[src/rtl/matrix_input_handler_pkg.sv]
// Shared definitions for the matrix input handler: task-mode encodings,
// FSM state encoding, delimiter bytes, default limits and the LFSR seed.
package matrix_input_handler_pkg;

  typedef enum logic [1:0] {
    MODE_STORE = 2'd0,
    MODE_DIMS  = 2'd1,
    MODE_ID    = 2'd2,
    MODE_BAD   = 2'd3
  } task_mode_e;

  typedef enum logic [3:0] {
    S_IDLE, S_GET_M, S_GET_N, S_CHK_DIM, S_WAIT_ADDR, S_WR_M,
    S_WR_N, S_ELEM, S_DONE, S_GET_ID, S_HOLD, S_ERR
  } state_e;

  localparam logic [7:0] CH_SPACE = 8'h20;
  localparam logic [7:0] CH_CR    = 8'h0D;
  localparam logic [7:0] CH_LF    = 8'h0A;

  localparam int DEF_MAX_DIM = 5;
  localparam int DEF_MAX_VAL = 9;

  localparam logic [7:0] LFSR_SEED = 8'hA5;

  function automatic logic is_delim(input logic [7:0] b);
    return (b == CH_SPACE) || (b == CH_CR) || (b == CH_LF);
  endfunction

endpackage

[src/rtl/matrix_input_handler_if.sv]
// Controller <-> input-handler bundle: task control, base-address handshake,
// UART RX byte stream, parsed results and the matrix RAM write port.
//   master: controller/stimulus side (drives en, task_mode, rx_*, addr_*)
//   slave : the input handler (drives dims/id/status and mem_*)
interface matrix_input_handler_if #(
  parameter int ADDR_W = 8,
  parameter int DATA_W = 8
);
  logic              en;
  logic [1:0]        task_mode;
  logic              is_gen_mode;
  logic              addr_ready;
  logic [ADDR_W-1:0] base_addr;
  logic [7:0]        rx_data;
  logic              rx_valid;
  logic              dims_valid;
  logic [31:0]       dim_m;
  logic [31:0]       dim_n;
  logic              id_valid;
  logic [31:0]       id_val;
  logic              rx_done;
  logic              error_flag;
  logic              mem_we;
  logic [ADDR_W-1:0] mem_addr;
  logic [DATA_W-1:0] mem_wdata;

  modport master (
    output en, task_mode, is_gen_mode, addr_ready, base_addr, rx_data, rx_valid,
    input  dims_valid, dim_m, dim_n, id_valid, id_val, rx_done, error_flag,
           mem_we, mem_addr, mem_wdata
  );

  modport slave (
    input  en, task_mode, is_gen_mode, addr_ready, base_addr, rx_data, rx_valid,
    output dims_valid, dim_m, dim_n, id_valid, id_val, rx_done, error_flag,
           mem_we, mem_addr, mem_wdata
  );
endinterface

[src/rtl/matrix_input_handler_ascii_num_parser.sv]
// ASCII decimal tokenizer.
//   clk, rst       : clock, synchronous active-high reset
//   clr            : discard any partial token
//   rx_data/valid  : incoming byte and its strobe
//   tok_valid      : a delimiter closed a token this cycle (combinational)
//   tok_val        : value of the token being closed
//   tok_err        : illegal byte, or the value would exceed 999
module ascii_num_parser
  import matrix_input_handler_pkg::*;
(
  input  logic        clk,
  input  logic        rst,
  input  logic        clr,
  input  logic [7:0]  rx_data,
  input  logic        rx_valid,
  output logic        tok_valid,
  output logic [31:0] tok_val,
  output logic        tok_err
);
  logic [9:0]  acc;
  logic        have_digit;
  logic        digit;
  logic        delim;
  logic [13:0] acc_next;
  logic        ovf;

  always_comb begin
    digit     = (rx_data >= 8'h30) && (rx_data <= 8'h39);
    delim     = is_delim(rx_data);
    acc_next  = 14'(acc) * 14'd10 + {10'b0, rx_data[3:0]};
    ovf       = acc_next > 14'd999;
    tok_valid = rx_valid && delim && have_digit;
    tok_err   = rx_valid && ((!digit && !delim) || (digit && ovf));
    tok_val   = 32'(acc);
  end

  always_ff @(posedge clk) begin
    if (rst || clr) begin
      acc        <= '0;
      have_digit <= 1'b0;
    end else if (rx_valid) begin
      if (digit && !ovf) begin
        acc        <= acc_next[9:0];
        have_digit <= 1'b1;
      end else if (tok_valid) begin
        acc        <= '0;
        have_digit <= 1'b0;
      end
    end
  end
endmodule

[src/rtl/matrix_input_handler.sv]
// Responder side of the controller/input handshake. Parses m, n, elements
// or an ID from the UART byte stream and stores matrices into RAM.
//   clk, rst : clock, synchronous active-high reset
//   bus      : slave side of matrix_input_handler_if (control, RX, results, RAM port)
//
// state     | meaning
// IDLE      | waiting for en to rise
// GET_M     | parsing row count
// GET_N     | parsing column count
// CHK_DIM   | range check of m and n
// WAIT_ADDR | dims_valid high, waiting for addr_ready
// WR_M      | write m at base
// WR_N      | write n at base+1, load element counter
// ELEM      | write elements (UART tokens or LFSR)
// DONE      | rx_done pulse
// GET_ID    | parsing an ID
// HOLD      | dims_valid/id_valid held until en falls
// ERR       | error_flag held until en falls
module matrix_input_handler
  import matrix_input_handler_pkg::*;
#(
  parameter int MAX_DIM = DEF_MAX_DIM,
  parameter int MAX_VAL = DEF_MAX_VAL,
  parameter int ADDR_W  = 8,
  parameter int DATA_W  = 8
) (
  input logic clk,
  input logic rst,
  matrix_input_handler_if.slave bus
);
  localparam logic [31:0] MAX_DIM_U = MAX_DIM;
  localparam logic [31:0] MAX_VAL_U = MAX_VAL;

  state_e            state, state_next;
  task_mode_e        mode_q;
  logic              gen_q, en_q;
  logic [31:0]       dim_m_q, dim_n_q, id_q;
  logic [ADDR_W-1:0] wr_addr, mem_addr_q;
  logic [DATA_W-1:0] mem_wdata_q, wr_data;
  logic              mem_we_q, wr_en;
  logic [7:0]        elem_left, lfsr, lfsr_mod;
  logic              lfsr_fb, dims_bad;
  logic              parse_on, tok_valid, tok_err;
  logic [31:0]       tok_val;
  logic              ld_mode, ld_m, ld_n, ld_id, ld_base, ld_cnt, adv_lfsr;

  // Parser sees bytes only while a token is expected; elsewhere it is held clear.
  assign parse_on = bus.en && (state == S_GET_M || state == S_GET_N || state == S_GET_ID ||
                               (state == S_ELEM && !gen_q));

  ascii_num_parser u_parser (
    .clk       (clk),
    .rst       (rst),
    .clr       (!parse_on),
    .rx_data   (bus.rx_data),
    .rx_valid  (bus.rx_valid && parse_on),
    .tok_valid (tok_valid),
    .tok_val   (tok_val),
    .tok_err   (tok_err)
  );

  assign lfsr_fb  = lfsr[7] ^ lfsr[5] ^ lfsr[4] ^ lfsr[3];
  assign lfsr_mod = 8'(lfsr % 8'(MAX_VAL + 1));
  assign dims_bad = (dim_m_q == '0) || (dim_m_q > MAX_DIM_U) ||
                    (dim_n_q == '0) || (dim_n_q > MAX_DIM_U);

  always_comb begin
    state_next = state;
    ld_mode    = 1'b0;
    ld_m       = 1'b0;
    ld_n       = 1'b0;
    ld_id      = 1'b0;
    ld_base    = 1'b0;
    ld_cnt     = 1'b0;
    adv_lfsr   = 1'b0;
    wr_en      = 1'b0;
    wr_data    = '0;
    if (!bus.en) begin
      state_next = S_IDLE;
    end else begin
      case (state)
        S_IDLE: if (!en_q) begin
          ld_mode = 1'b1;
          case (task_mode_e'(bus.task_mode))
            MODE_STORE, MODE_DIMS: state_next = S_GET_M;
            MODE_ID:               state_next = S_GET_ID;
            default:               state_next = S_ERR;
          endcase
        end
        S_GET_M: if (tok_err) state_next = S_ERR;
                 else if (tok_valid) begin ld_m = 1'b1; state_next = S_GET_N; end
        S_GET_N: if (tok_err) state_next = S_ERR;
                 else if (tok_valid) begin ld_n = 1'b1; state_next = S_CHK_DIM; end
        S_CHK_DIM: if (dims_bad) state_next = S_ERR;
                   else state_next = (mode_q == MODE_STORE) ? S_WAIT_ADDR : S_HOLD;
        S_WAIT_ADDR: if (bus.addr_ready) begin ld_base = 1'b1; state_next = S_WR_M; end
        S_WR_M: begin
          wr_en = 1'b1; wr_data = dim_m_q[DATA_W-1:0]; state_next = S_WR_N;
        end
        S_WR_N: begin
          wr_en = 1'b1; wr_data = dim_n_q[DATA_W-1:0]; ld_cnt = 1'b1; state_next = S_ELEM;
        end
        S_ELEM: if (gen_q) begin
          wr_en = 1'b1; wr_data = DATA_W'(lfsr_mod); adv_lfsr = 1'b1;
          if (elem_left == 8'd1) state_next = S_DONE;
        end else if (tok_err || (tok_valid && tok_val > MAX_VAL_U)) begin
          state_next = S_ERR;
        end else if (tok_valid) begin
          wr_en = 1'b1; wr_data = tok_val[DATA_W-1:0];
          if (elem_left == 8'd1) state_next = S_DONE;
        end
        S_DONE: state_next = S_IDLE;
        S_GET_ID: if (tok_err) state_next = S_ERR;
                  else if (tok_valid) begin ld_id = 1'b1; state_next = S_HOLD; end
        default: state_next = state;
      endcase
    end
  end

  always_ff @(posedge clk) begin
    if (rst) begin
      state       <= S_IDLE;
      en_q        <= 1'b0;
      mode_q      <= MODE_STORE;
      gen_q       <= 1'b0;
      dim_m_q     <= '0;
      dim_n_q     <= '0;
      id_q        <= '0;
      wr_addr     <= '0;
      mem_addr_q  <= '0;
      mem_wdata_q <= '0;
      mem_we_q    <= 1'b0;
      elem_left   <= '0;
      lfsr        <= LFSR_SEED;
    end else begin
      state    <= state_next;
      en_q     <= bus.en;
      mem_we_q <= wr_en;
      if (wr_en) begin
        mem_addr_q  <= wr_addr;
        mem_wdata_q <= wr_data;
        wr_addr     <= wr_addr + ADDR_W'(1);
      end else if (ld_base) begin
        wr_addr <= bus.base_addr;
      end
      if (ld_mode) begin
        mode_q <= task_mode_e'(bus.task_mode);
        gen_q  <= bus.is_gen_mode;
      end
      if (!bus.en) begin
        dim_m_q <= '0;
        dim_n_q <= '0;
        id_q    <= '0;
      end else begin
        if (ld_m)  dim_m_q <= tok_val;
        if (ld_n)  dim_n_q <= tok_val;
        if (ld_id) id_q    <= tok_val;
      end
      // Down-counter of remaining elements; terminal count is 1 on the last write.
      if (ld_cnt) elem_left <= {4'b0, dim_m_q[3:0]} * {4'b0, dim_n_q[3:0]};
      else if (wr_en && state == S_ELEM) elem_left <= elem_left - 8'd1;
      if (adv_lfsr) lfsr <= {lfsr[6:0], lfsr_fb};
    end
  end

  assign bus.dims_valid = (state == S_WAIT_ADDR) || (state == S_HOLD && mode_q == MODE_DIMS);
  assign bus.id_valid   = (state == S_HOLD) && (mode_q == MODE_ID);
  assign bus.error_flag = (state == S_ERR);
  assign bus.rx_done    = (state == S_DONE);
  assign bus.dim_m      = dim_m_q;
  assign bus.dim_n      = dim_n_q;
  assign bus.id_val     = id_q;
  // A registered write still in flight is suppressed the moment en drops.
  assign bus.mem_we     = mem_we_q && bus.en;
  assign bus.mem_addr   = mem_addr_q;
  assign bus.mem_wdata  = mem_wdata_q;
endmodule

[src/flat_wrapper.sv]
// flat-port wrapper written by rule: the top's interface ports become plain ports
module matrix_input_handler_flat import matrix_input_handler_pkg::*;
#(
  parameter int MAX_DIM = DEF_MAX_DIM,
  parameter int MAX_VAL = DEF_MAX_VAL,
  parameter int ADDR_W  = 8,
  parameter int DATA_W  = 8
)
  (clk, rst, bus_en, bus_task_mode, bus_is_gen_mode, bus_addr_ready, bus_base_addr, bus_rx_data, bus_rx_valid, bus_dims_valid, bus_dim_m, bus_dim_n, bus_id_valid, bus_id_val, bus_rx_done, bus_error_flag, bus_mem_we, bus_mem_addr, bus_mem_wdata);
  matrix_input_handler_if #(.ADDR_W(ADDR_W), .DATA_W(DATA_W)) bus_i ();
  input logic clk;
  input logic rst;
  input wire logic [$bits(bus_i.en)-1:0] bus_en;
  input wire logic [$bits(bus_i.task_mode)-1:0] bus_task_mode;
  input wire logic [$bits(bus_i.is_gen_mode)-1:0] bus_is_gen_mode;
  input wire logic [$bits(bus_i.addr_ready)-1:0] bus_addr_ready;
  input wire logic [$bits(bus_i.base_addr)-1:0] bus_base_addr;
  input wire logic [$bits(bus_i.rx_data)-1:0] bus_rx_data;
  input wire logic [$bits(bus_i.rx_valid)-1:0] bus_rx_valid;
  output wire logic [$bits(bus_i.dims_valid)-1:0] bus_dims_valid;
  output wire logic [$bits(bus_i.dim_m)-1:0] bus_dim_m;
  output wire logic [$bits(bus_i.dim_n)-1:0] bus_dim_n;
  output wire logic [$bits(bus_i.id_valid)-1:0] bus_id_valid;
  output wire logic [$bits(bus_i.id_val)-1:0] bus_id_val;
  output wire logic [$bits(bus_i.rx_done)-1:0] bus_rx_done;
  output wire logic [$bits(bus_i.error_flag)-1:0] bus_error_flag;
  output wire logic [$bits(bus_i.mem_we)-1:0] bus_mem_we;
  output wire logic [$bits(bus_i.mem_addr)-1:0] bus_mem_addr;
  output wire logic [$bits(bus_i.mem_wdata)-1:0] bus_mem_wdata;
  assign bus_i.en = bus_en;
  assign bus_i.task_mode = bus_task_mode;
  assign bus_i.is_gen_mode = bus_is_gen_mode;
  assign bus_i.addr_ready = bus_addr_ready;
  assign bus_i.base_addr = bus_base_addr;
  assign bus_i.rx_data = bus_rx_data;
  assign bus_i.rx_valid = bus_rx_valid;
  assign bus_dims_valid = bus_i.dims_valid;
  assign bus_dim_m = bus_i.dim_m;
  assign bus_dim_n = bus_i.dim_n;
  assign bus_id_valid = bus_i.id_valid;
  assign bus_id_val = bus_i.id_val;
  assign bus_rx_done = bus_i.rx_done;
  assign bus_error_flag = bus_i.error_flag;
  assign bus_mem_we = bus_i.mem_we;
  assign bus_mem_addr = bus_i.mem_addr;
  assign bus_mem_wdata = bus_i.mem_wdata;
  matrix_input_handler #(.MAX_DIM(MAX_DIM), .MAX_VAL(MAX_VAL), .ADDR_W(ADDR_W), .DATA_W(DATA_W)) u_core (.clk(clk), .rst(rst), .bus(bus_i));
endmodule
[config.mk]
export PLATFORM = sky130hd
export DESIGN_NAME = matrix_input_handler_flat
export DESIGN_NICKNAME = d
export VERILOG_FILES = /design/src/rtl/matrix_input_handler_pkg.sv /design/src/rtl/matrix_input_handler_if.sv /design/src/rtl/matrix_input_handler_ascii_num_parser.sv /design/src/rtl/matrix_input_handler.sv /design/src/flat_wrapper.sv
export SDC_FILE = /design/constraint.sdc
export NUM_CORES = 1
export LEC_CHECK = 0
export BUFFER_PORTS_ARGS = -buffer_cell sky130_fd_sc_hd__buf_2
export CAP_MARGIN = 30
export CORE_MARGIN = 3
export CORE_UTILIZATION = 56
export DETAILED_ROUTE_END_ITERATION = 6
export PLACE_DENSITY_LB_ADDON = 0.12
export SETUP_SLACK_MARGIN = 0.2
export SYNTH_ARGS = -nofsm -noshare
export SYNTH_HDL_FRONTEND = slang
export SYNTH_HIERARCHICAL = 1
export SYNTH_SLANG_ARGS = --single-unit
[constraint.sdc]
create_clock -name clk -period 4.9 [get_ports clk]
set_clock_uncertainty 0.05 [all_clocks]
set_input_delay 0.98 -clock clk [delete_from_list [all_inputs] [get_ports clk]]
set_output_delay 0.98 -clock clk [all_outputs]
set_load 0.01 [all_outputs]
# ---- Yosys cells after proc, flatten, opt, wreduce, memory -nomap -nowiden
# Cells that the tools add are included.
dict set report op_classes {
  n_bitwise 4
  muxes 52
  magnitude_cmp 6
  multipliers 2
  n_addsub 3
  n_div 1
  eq_ne 25
  shifts 0
  reduce_logical 46
}
# cell count
set op_table {}
lappend op_table {{$logic_not A32 Y1} 2}
lappend op_table {{$mux W8} 8}
lappend op_table {{$mux W4} 14}
lappend op_table {{$pmux W4 S10} 1}
lappend op_table {{$mux W1} 24}
lappend op_table {{$pmux W8 S3} 1}
lappend op_table {{$gt A10 B3 Y1 const B} 2}
lappend op_table {{$mux W10} 2}
lappend op_table {{$eq A4 B3 Y1 const B} 4}
lappend op_table {{$eq A4 B4 Y1 const B} 4}
lappend op_table {{$eq A8 B4 Y1 const B} 2}
lappend op_table {{$logic_and A1 B1 Y1} 15}
lappend op_table {{$add A14 B4 Y14} 1}
lappend op_table {{$gt A14 B10 Y1 const B} 1}
lappend op_table {{$mul A10 B3 Y13 const B} 1}
lappend op_table {{$logic_or A1 B1 Y1} 12}
lappend op_table {{$gt A10 B4 Y1 const B} 1}
lappend op_table {{$reduce_bool A10 Y1} 1}
lappend op_table {{$ne A3 B1 Y1 const B} 3}
lappend op_table {{$add A8 B1 Y8 const B} 1}
lappend op_table {{$eq A4 B2 Y1 const B} 2}
lappend op_table {{$eq A8 B1 Y1 const B} 1}
lappend op_table {{$eq A8 B6 Y1 const B} 1}
lappend op_table {{$ge A8 B6 Y1 const B} 1}
lappend op_table {{20 further kinds} 34}
dict set report word_totals {
  romBits 0
  regBits 90
  latchBits 0
  in_bits 24
  output_inout_bits 117
  ram_bits 0
  memories 0
  word_cells 154
}

# ---- Longest topological paths before layout
# Gate-level depths: netlist (run 1).
dict set report depth {
  word_depth 17
  ltp_mapped 20
  ltp_nobuf 19
}

# ---- By module
# The synthesis (run 1) kept the hierarchy.
# mod area_each_um2 cells_per_inst instances seq_area_each_um2
set modules_own_cells {}
lappend modules_own_cells {matrix_input_handler 7151.9 932 1 2902.8}
lappend modules_own_cells {ascii_num_parser 1501.4 184 1 220.2}

# ---- Worst setup path after synthesis (run 1)
# OpenSTA, ideal clock, no wires.
dict set report synth_path {
  path_type {input -> register}
  from {input port bus_rx_data[1]}
  to {register u_core.elem_left[5]}
  path_buffers 1
  setup_ns 0.079
  setup_slack_ns 0.524
  t_arrival_ns 4.246
  required_ns 4.771
  path_stages 17
  path_cell_list {ha_1 fa_1 a21oi_1 nor2_1 a32o_1 a22o_1 and4_1 nor3_1 nor3b_1 nor4_1 nand4_1 nor4b_4 o21a_1 buf_6 nand4b_1 xor2_1 a211oi_2}
}
dict set report synth_via {
  elab_chain_cells 14
  word_cells_on_any_way 27
  classes_between {1 x add/sub; 3 x order compare; 3 x eq/ne; 5 x mux; 15 x reduce/logical}
}
# element line_no
set synth_rtl {}
lappend synth_rtl {{start: declaration} flat_wrapper.sv:18} ;# input wire logic [$bits(bus_i.rx_data)-1:0] bus_rx_data;
lappend synth_rtl {{branches (longest 5 deep; another with $add A14 B4 Y14)} --}
lappend synth_rtl {{$logic_or A1 B1 Y1 (*)} matrix_input_handler_ascii_num_parser.sv:33} ;# tok_err = rx_valid && ((!digit && !delim) || (digit && ovf));
lappend synth_rtl {{$logic_and A1 B1 Y1 (*)} matrix_input_handler_ascii_num_parser.sv:33}
lappend synth_rtl {{via u_core.tok_err} matrix_input_handler.sv:43} ;# logic parse_on, tok_valid, tok_err;
lappend synth_rtl {{$logic_or A1 B1 Y1 (*)} matrix_input_handler.sv:106} ;# end else if (tok_err || (tok_valid && tok_val > MAX_VAL_U)) begin
lappend synth_rtl {{$mux W1 (*)} matrix_input_handler.sv:106}
lappend synth_rtl {{$mux W1 (*)} matrix_input_handler.sv:103} ;# S_ELEM: if (gen_q) begin
lappend synth_rtl {{$pmux W1 S2 (*)} matrix_input_handler.sv:81} ;# case (state)
lappend synth_rtl {{$mux W1 (*)} matrix_input_handler.sv:78} ;# if (!bus.en) begin
lappend synth_rtl {{$logic_and A1 B1 Y1 (*)} matrix_input_handler.sv:161} ;# else if (wr_en && state == S_ELEM) elem_left <= elem_left - 8'd1;
lappend synth_rtl {{$reduce_bool A2 Y1 (no line) (*)} --}
lappend synth_rtl {{end signal: assignment} matrix_input_handler.sv:160} ;# if (ld_cnt) elem_left <= {4'b0, dim_m_q[3:0]} * {4'b0, dim_n_q[3:0]};
lappend synth_rtl {{end signal: assignment} matrix_input_handler.sv:161}
lappend synth_rtl {{end: declaration} matrix_input_handler.sv:41} ;# logic [7:0] elem_left, lfsr, lfsr_mod;
# Mark *: on every way through the listed nets, which the timed path passes.
# A chain may end at the register's enable or synchronous reset.

# ---- Final worst setup path (run 1)
dict set report layout_path {
  from {register u_core.u_parser.acc[3]}
  to {register u_core.elem_left[6]}
}
dict set report layout_via {
  elab_chain_cells 13
  word_cells_on_any_way 15
  classes_between {1 x add/sub; 1 x mul; 2 x order compare; 4 x mux; 7 x reduce/logical}
}
# element line_no
set layout_rtl {}
lappend layout_rtl {{start: declaration} matrix_input_handler_ascii_num_parser.sv:20} ;# logic [9:0] acc;
lappend layout_rtl {{start signal: assignment} matrix_input_handler_ascii_num_parser.sv:43} ;# acc <= acc_next[9:0];
lappend layout_rtl {{$mul A10 B3 Y13} matrix_input_handler_ascii_num_parser.sv:30} ;# acc_next = 14'(acc) * 14'd10 + {10'b0, rx_data[3:0]};
lappend layout_rtl {{$add A14 B4 Y14} matrix_input_handler_ascii_num_parser.sv:30}
lappend layout_rtl {{$gt A14 B10 Y1} matrix_input_handler_ascii_num_parser.sv:31} ;# ovf = acc_next > 14'd999;
lappend layout_rtl {{$logic_and A1 B1 Y1} matrix_input_handler_ascii_num_parser.sv:33}
lappend layout_rtl {{$logic_or A1 B1 Y1} matrix_input_handler_ascii_num_parser.sv:33}
lappend layout_rtl {{$logic_and A1 B1 Y1} matrix_input_handler_ascii_num_parser.sv:33}
lappend layout_rtl {{via u_core.tok_err} matrix_input_handler.sv:43}
lappend layout_rtl {{$logic_or A1 B1 Y1} matrix_input_handler.sv:106}
lappend layout_rtl {{$mux W1} matrix_input_handler.sv:106}
lappend layout_rtl {{$mux W1} matrix_input_handler.sv:103}
lappend layout_rtl {{$pmux W1 S2} matrix_input_handler.sv:81}
lappend layout_rtl {{$mux W1} matrix_input_handler.sv:78}
lappend layout_rtl {{$logic_and A1 B1 Y1} matrix_input_handler.sv:161}
lappend layout_rtl {{$reduce_bool A2 Y1 (no line)} --}
# The timed path passes the listed nets, and every way through them passes these cells.

==> run metrics, run 1 <==
Initial Utilization 0.584; count of pins over their slew limit 0; post-synthesis async set-or-reset flop share 0; Top Ports around 140; Critical R2R Launch u_core/u_parser/acc[3]; yosys warns 6; mapped cell area a little under 9000 um2; ranking of synthesized cells by area dfxtp_1 (36%), nand2_1 (12%), a21oi_1 (8.6%), ha_1 (5.2%), nor2_1 (2.9%); Main synth FF type dfxtp_1; fin crit share 0.920; post-synth top area share 0.361; Post-Synth Simple-Gate Area 0.265; DRT iter0 DRCs 609; ANT cells 0; area occupied by multi-input gates a little over 5000 um2; largest area contributor in the netlist dfxtp_1; Synth Instances between 1000 and 1500; reg2reg end u_core/elem_left[6]; clk_lat worst skew 0.42 ns; port bufs 140; Setup crit end kind flip-flop; GR Util All Layers 0.280; H-tree Lvls 4; final cell count without fillers 1442; Slew headroom 0.333; CP startpoint kind flip-flop; Core ar. 14800 um2; post-synthesis sequential area ratio 0.361; largest family of logic cells by synthesized area simple AND/OR/NAND/NOR gates; Critical Path AT approximately 4.8 ns; CP Class reg2reg; Crit-path slowest cell or4_1; vias in the first global route 7559; status completed; FF/Latch Area ~3100 um2; GRT overflow 0; post-DP HPWL roughly 17000 um; FF-to-FF setup slack 0.39 ns; initial antenna violation count 0; via/cell ratio just under 6; Post-Route WL ~24000 um; Critical Path RT 5.17 ns; Netlist cell types between 80 and 90; Final setup viols 0; clk slew on worst S/H paths 0.06 ns; first-pass GRT wire length roughly 38000 um; Layout Utilization 0.688; clock root cell clkbuf_16; worst hold endpoint u_core/bus.mem_addr[2]; Antenna Violating Nets Remaining 0; crit-path max FO 7; CP dominant cell by count ha_1; routed len/inst roughly 17 um; post-synthesis compound-gate area fraction 0.193; layout cells sized above 1 0.192; pin count of the biggest net entering global routing 75; DP Cell Count around 1400; Vias 8393; Final Hold Viols 0; EDFF count, synth 0; worst hold path depth 2; Layout area overhead 17.8%; post-synthesis xor/xnor area fraction 0.0292; Syn Area/Cell between 7 and 8 um2; DRT Pass-1 Iters 6; die area roughly 17000 um2; Cell Chain, Critical Path ha_1 > ha_1 > inv_1 > fa_1 > nor2b_4 > o311a_1 > or4_1 > o311ai_2 > o21a_1 > o21ai_1 > nor3_2 > nor3b_2 > nor4_2 > nand4_1 > buf_4 > nor4b_4 > o21a_2 > nand3_1 > xor2_1 > a211oi_1; FF+latch count, synth 156; mux contribution to synthesized area 0.0210; gpl congestion 0.894; Hold WC Path Type reg2reg; chip height about 130 um; adder-cell share of the synthesized area 0.0659; RSZ-0062 raised after global routing true; Slew @ Worst Pin approximately 1 ns; row count between 40 and 50; CTS tree yes; CP peak stage delay ~0.43 ns; MaxCap Viol Count 0; fin crit period 4.51 ns; peak supply drop 0.267 mV; Reg2Reg Depth 20; DRC violations left 0; PwrDens between 200 and 300 nW/um2; Leak 4.13 nW; # clock sinks roughly 160; Filler cells about 1300; TritonCTS Buffers 17; Max clock buf depth 2; hold path start u_core/bus.mem_addr[2]; Final #Nets approximately 1300; Max Freq ~0.22 GHz; die width 130 um
## critical path, delay by kind of cell, from the launching register on
family	cells	cell delay, ns
DFF	1	0.40
AOI/OAI and AO/OA	6	1.21
adders and majority gates	3	0.78
buffers and inverters	2	0.25
xor gates and xnor gates	1	0.15
and+or+nand+nor	8	1.57
## logic make-up after synthesis
kind of cell,after synthesis
other,1
AOI/OAI and AO/OA,270
adders and majority gates,42
DFF,156
buffers and inverters,114
muxes,18
and+or+nand+nor,487
xor gates and xnor gates,28
## cells in the final DEF, fill, tap and decap left out, types with 9 or more instances in the layout
master	n
a21oi_1	148
and2_1	11
buf_2	141
buf_4	35
clkbuf_16	17
conb_1	22
dfxtp_1	156
ha_1	36
inv_1	26
mux2i_1	17
nand2_1	266
nand3_1	21
nand3b_1	11
nand4_1	10
nor2_1	65
nor2b_1	13
nor3_1	15
nor4_1	23
o21ai_0	22
xnor2_1	17
xor2_1	9
## synthesized netlist by cell type, types with 21 or more instances
library cell,instances
nor2_1,67
dfxtp_1,156
o21ai_0,23
nand2_1,266
ha_1,36
a21oi_1,148
nand3_1,21
clkbuf_1,49
inv_1,26
nor4_1,24
buf_4,24
## cell type report
cell class	count	share of cell area
tap	184	0.0226
inverter	26	0.00957
clock buffer	18	0.0431
sequential	156	0.306
clock inverter	14	0.0203
multi-input combinational	867	0.502
timing repair buffer	177	0.0961
## sequential cells by signal, summed over array words and instances, names as in the netlist, 2 cells and up
name and count:
u_core/bus.dim_m 32, u_core/bus.dim_n 32, u_core/bus.id_val 32, u_core/u_parser/acc 10, u_core/bus.mem_addr 8, u_core/bus.mem_wdata 8, u_core/elem_left 8, u_core/lfsr 8
u_core/wr_addr 8, u_core/state 4, u_core/mode_q 2
## how the worst max path moves through the flow
stage                           start             endpoint  slack [ns]  cells past startpoint
3_3_place_gp           bus_rx_data[2]  u_core/elem_left[5]        0.16                     18
2_1_floorplan          bus_rx_data[1]  u_core/elem_left[5]        0.52                     17
6_report       u_core/u_parser/acc[3]  u_core/elem_left[6]        0.39                     20
3_5_place_dp           bus_rx_data[2]  u_core/elem_left[6]      -0.004                     18
4_1_cts        u_core/u_parser/acc[3]  u_core/elem_left[6]        0.28                     20
5_1_grt        u_core/u_parser/acc[3]    u_core/wr_addr[6]        0.18                     20
## per-stage QoR
step                setup TNS [ns]  worst slack, ns  hold WS (ns)  instance area [um2]  power (mW)
finish                           0            0.391         0.399                10200        2.88
global route                     0            0.178         0.420                10200        2.97
CTS                              0            0.284         0.402                10200        2.89
detailed placement        -0.00419         -0.00419         0.393                 9490        1.46
global placement                 0            0.156         0.390                 9490        1.46
floorplan                        0            0.524         0.390                 8730        1.44
## timing repair
| item | 4_1_cts | 5_1_grt |
|---|---|---|
| hold buffers | 0 | 0 |
| gates cloned | 0 | 0 |
| setup buffers | 0 | 0 |
| pin swaps | 1 | 1 |
| hold endpoints to repair | 0 | 0 |
| gates resized for setup | 3 | 8 |
| endpoints found under the setup margin | 2 | 44 |
## where the power goes
| part | internal, mW | switching [mW] | total, mW |
|---|---|---|---|
| clock network | 0.878 | 0.560 | 1.44 |
| logic | 0.0494 | 0.0987 | 0.148 |
| registers | 1.27 | 0.0236 | 1.30 |
| total | 2.20 | 0.682 | 2.88 |
## layer usage
layer	GRT usage	up-vias	share of wire
met5	0	-	0
met3	0.0679	34	0.083
met1	0.391	3916	0.44
met2	0.428	342	0.46
met4	0.0905	0	0.020
li1	-	4101	-
Power figures use the tool's default switching activity.
==> inputs of run 2 (changes only) <==
--- a/config.mk
+++ b/config.mk
@@ -9,6 +9,7 @@
 export CAP_MARGIN = 30
 export CORE_MARGIN = 3
 export CORE_UTILIZATION = 56
+export CTS_CLUSTER_SIZE = 30
 export DETAILED_ROUTE_END_ITERATION = 6
 export PLACE_DENSITY_LB_ADDON = 0.12
 export SETUP_SLACK_MARGIN = 0.2
==> constraint.sdc (replaced) <==
create_clock -name clk -period 4.9 [get_ports clk]
set_clock_uncertainty 0.05 [all_clocks]
set_input_delay 0.735 -clock clk [delete_from_list [all_inputs] [get_ports clk]]
set_output_delay 0.735 -clock clk [all_outputs]
set_load 0.01 [all_outputs]
==> run 2 against run 1 <==
Sequential share of layout area shrank 0.13 points. Largest power group unchanged. Critical endpoint is now u_core/bus.mem_wdata[0]. Count of clock-buffer cells in the layout grew 1. Combinational power grew 11%.
==> run metrics, run 2 (synthesized netlist as in run 1, its figures left out) <==
area occupied by multi-input gates about 5200 um2; CP Class reg2reg; PwrDens around 270 nW/um2; pin count of the biggest net entering global routing 68; crit-path leading delay family simple AND/OR/NAND/NOR gates; critical path buffer and inverter count 2; Critical Path AT ~4.8 ns; Post-Route WL about 24000 um; row count 44; clk slew on worst S/H paths 0.06 ns; port bufs 140; GRT overflow 0; Layout area overhead 18.4%; RSZ-0062 raised after global routing false; Crit-path slowest cell nor4b_4; via/cell ratio 5.84; Top Ports around 140; Critical Path RT just over 5 ns; die width roughly 130 um; post-DP HPWL 16900 um; clk_lat worst skew roughly 0.42 ns; Max clock buf depth 2; TNS Setup 0 ns; CP peak stage delay 0.45 ns; Vias between 8000 and 9000; vias in the first global route between 7000 and 8000; ANT cells 0; most common cell after layout, fill and taps aside nand2_1; Filler cells ~1300; Hold WC Path Type reg2reg; gpl congestion around 0.9; Final Hold Viols 0; CTS tree yes; Slew @ Worst Pin between 0.9 and 1 ns; routed len/inst 16.6 um; # clock sinks ~160; Final #Nets roughly 1300; fin crit share 0.921; CP dominant cell by count ha_1; Cell Chain, Critical Path ha_1 > ha_1 > inv_1 > fa_2 > nor2b_4 > o311a_1 > or4_1 > o311ai_2 > o21a_1 > o21ai_2 > nor3_2 > nor3b_2 > nor4_2 > nand4_1 > nor4b_4 > buf_4 > nand3b_1 > a31oi_1 > a21oi_1 > o31ai_1; Core ar. about 15000 um2; first-pass GRT wire length 37700 um; H-tree Lvls 4; TritonCTS Buffers 17; layout cells sized above 1 0.197; DRT Pass-1 Iters 5; Slew headroom 0.390; GR Util All Layers 0.278; Leak around 4.1 nW; initial antenna violation count 0; FF/Latch Area 3130 um2; count of pins over their slew limit 0; die area approximately 17000 um2; Final setup viols 0; Initial Utilization 0.584; peak supply drop ~0.35 mV; Setup crit end kind flip-flop; DRT iter0 DRCs 744; Antenna Violating Nets Remaining 0; CP startpoint kind flip-flop; worst hold slack 0.400 ns; hold-fix buffers at CTS 0; status completed; fin crit period between 4 and 5 ns; most frequent cells in the layout nand2_1 (266), dfxtp_1 (154), a21oi_1 (148); DRC violations left 0; Max Freq 0.222 GHz; clock root cell clkbuf_16; chip height between 100 and 150 um; MaxCap Viol Count 0; crit-path max FO 4
[run 2: changes by cell type in the layout (fill, tap and decap cells not counted), moves of 2 or more]
cell / before / now
o21ai_1: 4 / 2
o21a_4: 0 / 2
dfxtp_1: 156 / 154
clkinv_2: 0 / 3
dfxtp_2: 0 / 2
[run 2: layout make-up]
cell class                      count  area share
Tap cell                          184      0.0225
Multi-Input combinational cell    867       0.505
Inverter                           26     0.00953
Clock inverter                     13      0.0159
Sequential cell                   156       0.305
Timing Repair Buffer              177      0.0987
Clock buffer                       19      0.0432
[run 2: worst paths after layout]
kind	slack (ns)	cells past startpoint	startpoint	endpoint
hold reg to reg	0.40	2	u_core/bus.mem_wdata[6]	u_core/bus.mem_wdata[6]
hold / removal	0.40	2	u_core/bus.mem_wdata[6]	u_core/bus.mem_wdata[6]
setup reg to reg	0.39	20	u_core/u_parser/acc[1]	u_core/bus.mem_wdata[0]
setup / recovery	0.39	20	u_core/u_parser/acc[1]	u_core/bus.mem_wdata[0]
[run 2: worst min-delay path: stages, from the launching register on]
cell,delay [ns]
dfxtp_1,0.30
nand2_1,0.05
a21oi_1,0.05
[run 2: metal layers]
metal / vias to the layer above / global-route usage / wire length, um
li1: 4118 / - / -
met1: 3904 / 0.382 / 10200
met2: 356 / 0.429 / 11000
met3: 45 / 0.0798 / 2190
met4: 0 / 0.0819 / 565
met5: - / 0 / 0
[run 2: where the power goes]
group | leakage, nW | switching (mW) | internal [mW]
sequential | 1.26 | 0.0124 | 1.27
clock | 0.290 | 0.527 | 0.817
combinational | 2.59 | 0.112 | 0.0533
[run 2: timing repair]
item | 4_1_cts | 5_1_grt
pin swaps | 0 | 6
cloned | 0 | 0
setup buffers | 0 | 6
endpoints found under the setup margin | 4 | 59
resized for setup | 2 | 20
[run 2: metrics by stage]
stage               std cells  area [um2]   util  setup WS (ns)  power [mW]
finish                   1442       10200  0.692          0.386        2.80
floorplan                1137        8730      -          0.554        1.44
CTS                      1436       10100  0.681          0.215        2.80
global route             1442       10200  0.692          0.146        2.89
global placement         1402        9450  0.638          0.210        1.46
detailed placement       1404        9480  0.640          0.140        1.47
==> inputs of run 3 (changes only) <==
--- a/config.mk
+++ b/config.mk
@@ -12,8 +12,8 @@
 export CTS_CLUSTER_SIZE = 30
 export DETAILED_ROUTE_END_ITERATION = 6
 export PLACE_DENSITY_LB_ADDON = 0.12
+export RECOVER_POWER = 25
 export SETUP_SLACK_MARGIN = 0.2
 export SYNTH_ARGS = -nofsm -noshare
 export SYNTH_HDL_FRONTEND = slang
-export SYNTH_HIERARCHICAL = 1
 export SYNTH_SLANG_ARGS = --single-unit
==> run 3 against run 2 <==
First-iteration DRC count fell by 18%. Hold slack better by 0.0086 ns. Die area fell by 23%. Core utilization fell by 6.0 points. Cell count fell by 27%. Register-to-register slack better by 0.26 ns. Global-route usage down 0.32 points. Worst setup slack better by 0.26 ns. Non-clock buffer count shrank 97. Combinational power shrank 16%. Routed wire length is 26% lower. Largest cell class unchanged. Highest routed layer unchanged.
==> run metrics, run 3 <==
worst hold slack between 0.4 and 0.5 ns; GRT overflow 0; crit-path leading delay family simple AND/OR/NAND/NOR gates; Post-DP Area between 6000 and 7000 um2; H-tree Lvls 3; die area roughly 13000 um2; EDFF count, synth 0; CP startpoint u_core.u_parser.acc[1]; GR Util All Layers 0.275; Post-Route WL between 15000 and 20000 um; DRT Pass-1 Iters 6; Final Hold Viols 0; post_cts resized 0; TritonCTS Buffers 9; hold-fix buffers at CTS 0; PwrDens around 230 nW/um2; Final setup viols 0; initial antenna violation count 0; Setup Buffers After CTS 0; post-synthesis async set-or-reset flop share 0; post-synth top area share 0.274; synth cell count leaders nand2_1 (135), dfxtp_1 (90), a21oi_1 (82), buf_4 (66), nor2_1 (56); critical path buffer and inverter count 1; Initial Utilization 0.589; Filler cells 1041; Layout Utilization 0.632; post-synthesis sequential area ratio 0.274; DP Cell Count 1032; reg2reg end u_core.u_parser.acc[5]; fin crit period approximately 4.2 ns; Core ar. approximately 11000 um2; Main synth FF type dfxtp_1; mapped cell area around 6600 um2; Slew @ Worst Pin approximately 0.9 ns; most common cell after layout, fill and taps aside nand2_1; ANT cells 0; yosys warns 0; die width between 100 and 150 um; Netlist cell types 87; CP dominant cell by count ha_1; Critical Path RT between 5 and 6 ns; count of pins over their slew limit 0; area occupied by multi-input gates 4300 um2; Seq pwr share 0.457; final cell count without fillers 1047; fin area just over 7000 um2; row count 38; MaxCap Viol Count 0; DRT iter0 DRCs ~610; power share of the clock group 0.459; Antenna Violating Nets Remaining 0; ranking of synthesized cells by area dfxtp_1 (27%), nand2_1 (7.7%), buf_4 (7.5%), ha_1 (6.8%), a21oi_1 (6.2%); crit-path max FO 11; CTS tree yes; Syn Area/Cell between 7 and 8 um2; Critical Path AT 4.48 ns; Reg2Reg Depth 13; Cell Chain, Critical Path ha_1 > ha_1 > inv_1 > fa_1 > nand2b_1 > or2_1 > nor4_1 > nand4b_1 > mux2i_1 > o211ai_2 > or2_4 > mux2_1 > nor2_1; FF+latch count, synth 90; pin count of the biggest net entering global routing 40; routed len/inst approximately 17 um; # clock sinks 90; hold path start u_core.bus.id_val[4]; chip height between 100 and 150 um; Setup crit end kind flip-flop; Layout area overhead 7.38%; most common cell in the netlist nand2_1; clock root cell clkbuf_16; clk_lat worst skew approximately 0.36 ns; Vias ~6300; gpl congestion 0.948; worst hold path depth 2; NetSw roughly 0.43 mW; Final #Nets approximately 970; DRC violations left 0; RSZ-0062 raised after global routing false; largest area contributor in the netlist dfxtp_1; first-pass GRT wire length slightly below 30000 um; FF/Latch Area between 1500 and 2000 um2; Max Freq around 0.24 GHz; fin crit share 0.867; peak supply drop approximately 0.27 mV; Worst Slack Setup Final approximately 0.65 ns; layout cells sized above 1 0.114; DP Worst Slack roughly 0.74 ns; CP peak stage delay 0.58 ns; post-DP HPWL 13200 um; vias in the first global route 5827; Leak between 2 and 3 nW; Switching Share 0.260; Slew headroom 0.377; status completed; most frequent cells in the layout nand2_1 (135), dfxtp_1 (90), a21oi_1 (82); port bufs 74; Power Total around 1.6 mW; Hold WC Path Type reg2reg; Critical R2R Launch u_core.u_parser.acc[1]; CP startpoint kind flip-flop; clk slew on worst S/H paths 0.07 ns; Max clock buf depth 2; via/cell ratio between 5 and 6; CP Class reg2reg; combinational share of power 0.085; Synth Instances 849; FF-to-FF setup slack 0.65 ns; TNS Setup 0 ns; Crit-path slowest cell dfxtp_1; worst hold endpoint u_core.bus.id_val[4]; Int Power between 1 and 1.5 mW; Top Ports 141
run 3: changes by cell type after synthesis, sizes merged, moves of 18 or more:
cell,previous run,this run
a21oi,148,91
nand2,266,135
buf,37,70
dfxtp,156,90
nor4,28,9
clkbuf,50,32
run 3: cell type report:
type / instances / area share
Clock inverter: 6 / 0.0129
Multi-Input combinational cell: 700 / 0.609
Clock buffer: 9 / 0.0319
Inverter: 22 / 0.0117
Tap cell: 140 / 0.0248
Sequential cell: 90 / 0.255
Timing Repair Buffer: 80 / 0.0542
run 3: power by group through the flow:
stage	logic (mW)	registers [mW]	clock network [mW]
after global placement	0.130	0.769	0
after floorplan	0.144	0.758	0
after CTS	0.136	0.752	0.769
after global routing	0.152	0.754	0.787
final	0.139	0.753	0.756
after detailed placement	0.135	0.769	0
run 3: worst reg2reg max path: cells and delay by family (launching register included):
family,cells,cell delay (ns)
adders and majority gates,3,1.01
AOI/OAI and AO/OA,1,0.23
and+or+nand+nor,6,1.62
muxes,2,0.62
DFF,1,0.58
buffers and inverters,1,0.08
run 3: cells by family after synthesis:
kind of cell / Yosys count / share of synthesized area
XOR/XNOR: 18 / 0.0240
adder cells (fa/ha/maj): 43 / 0.0883
multiplexers: 9 / 0.0139
other: 1 / 0.000570
AO/OA/AOI/OAI: 224 / 0.227
flip-flops: 90 / 0.274
buffers and inverters: 124 / 0.111
AND/OR/NAND/NOR: 340 / 0.261
run 3: per-layer routing:
layer | vias to the layer above | global-route usage | routed length (um) | share of wire
met2 | 229 | 0.447 | 8480 | 0.48
met5 | - | 0 | 0 | 0
met1 | 2963 | 0.366 | 7710 | 0.43
met4 | 0 | 0.0895 | 404 | 0.023
li1 | 3025 | - | - | -
met3 | 34 | 0.0571 | 1160 | 0.065
run 3: how the worst max path moves through the flow:
stage	end	slack [ns]	cells past startpoint
after floorplan	u_core.state[1]	1.32	13
after global placement	u_core.u_parser.acc[5]	0.97	13
after detailed placement	u_core.state[1]	0.74	13
after CTS	u_core.u_parser.acc[5]	0.70	13
after global routing	u_core.u_parser.acc[5]	0.47	13
final	u_core.u_parser.acc[5]	0.65	13
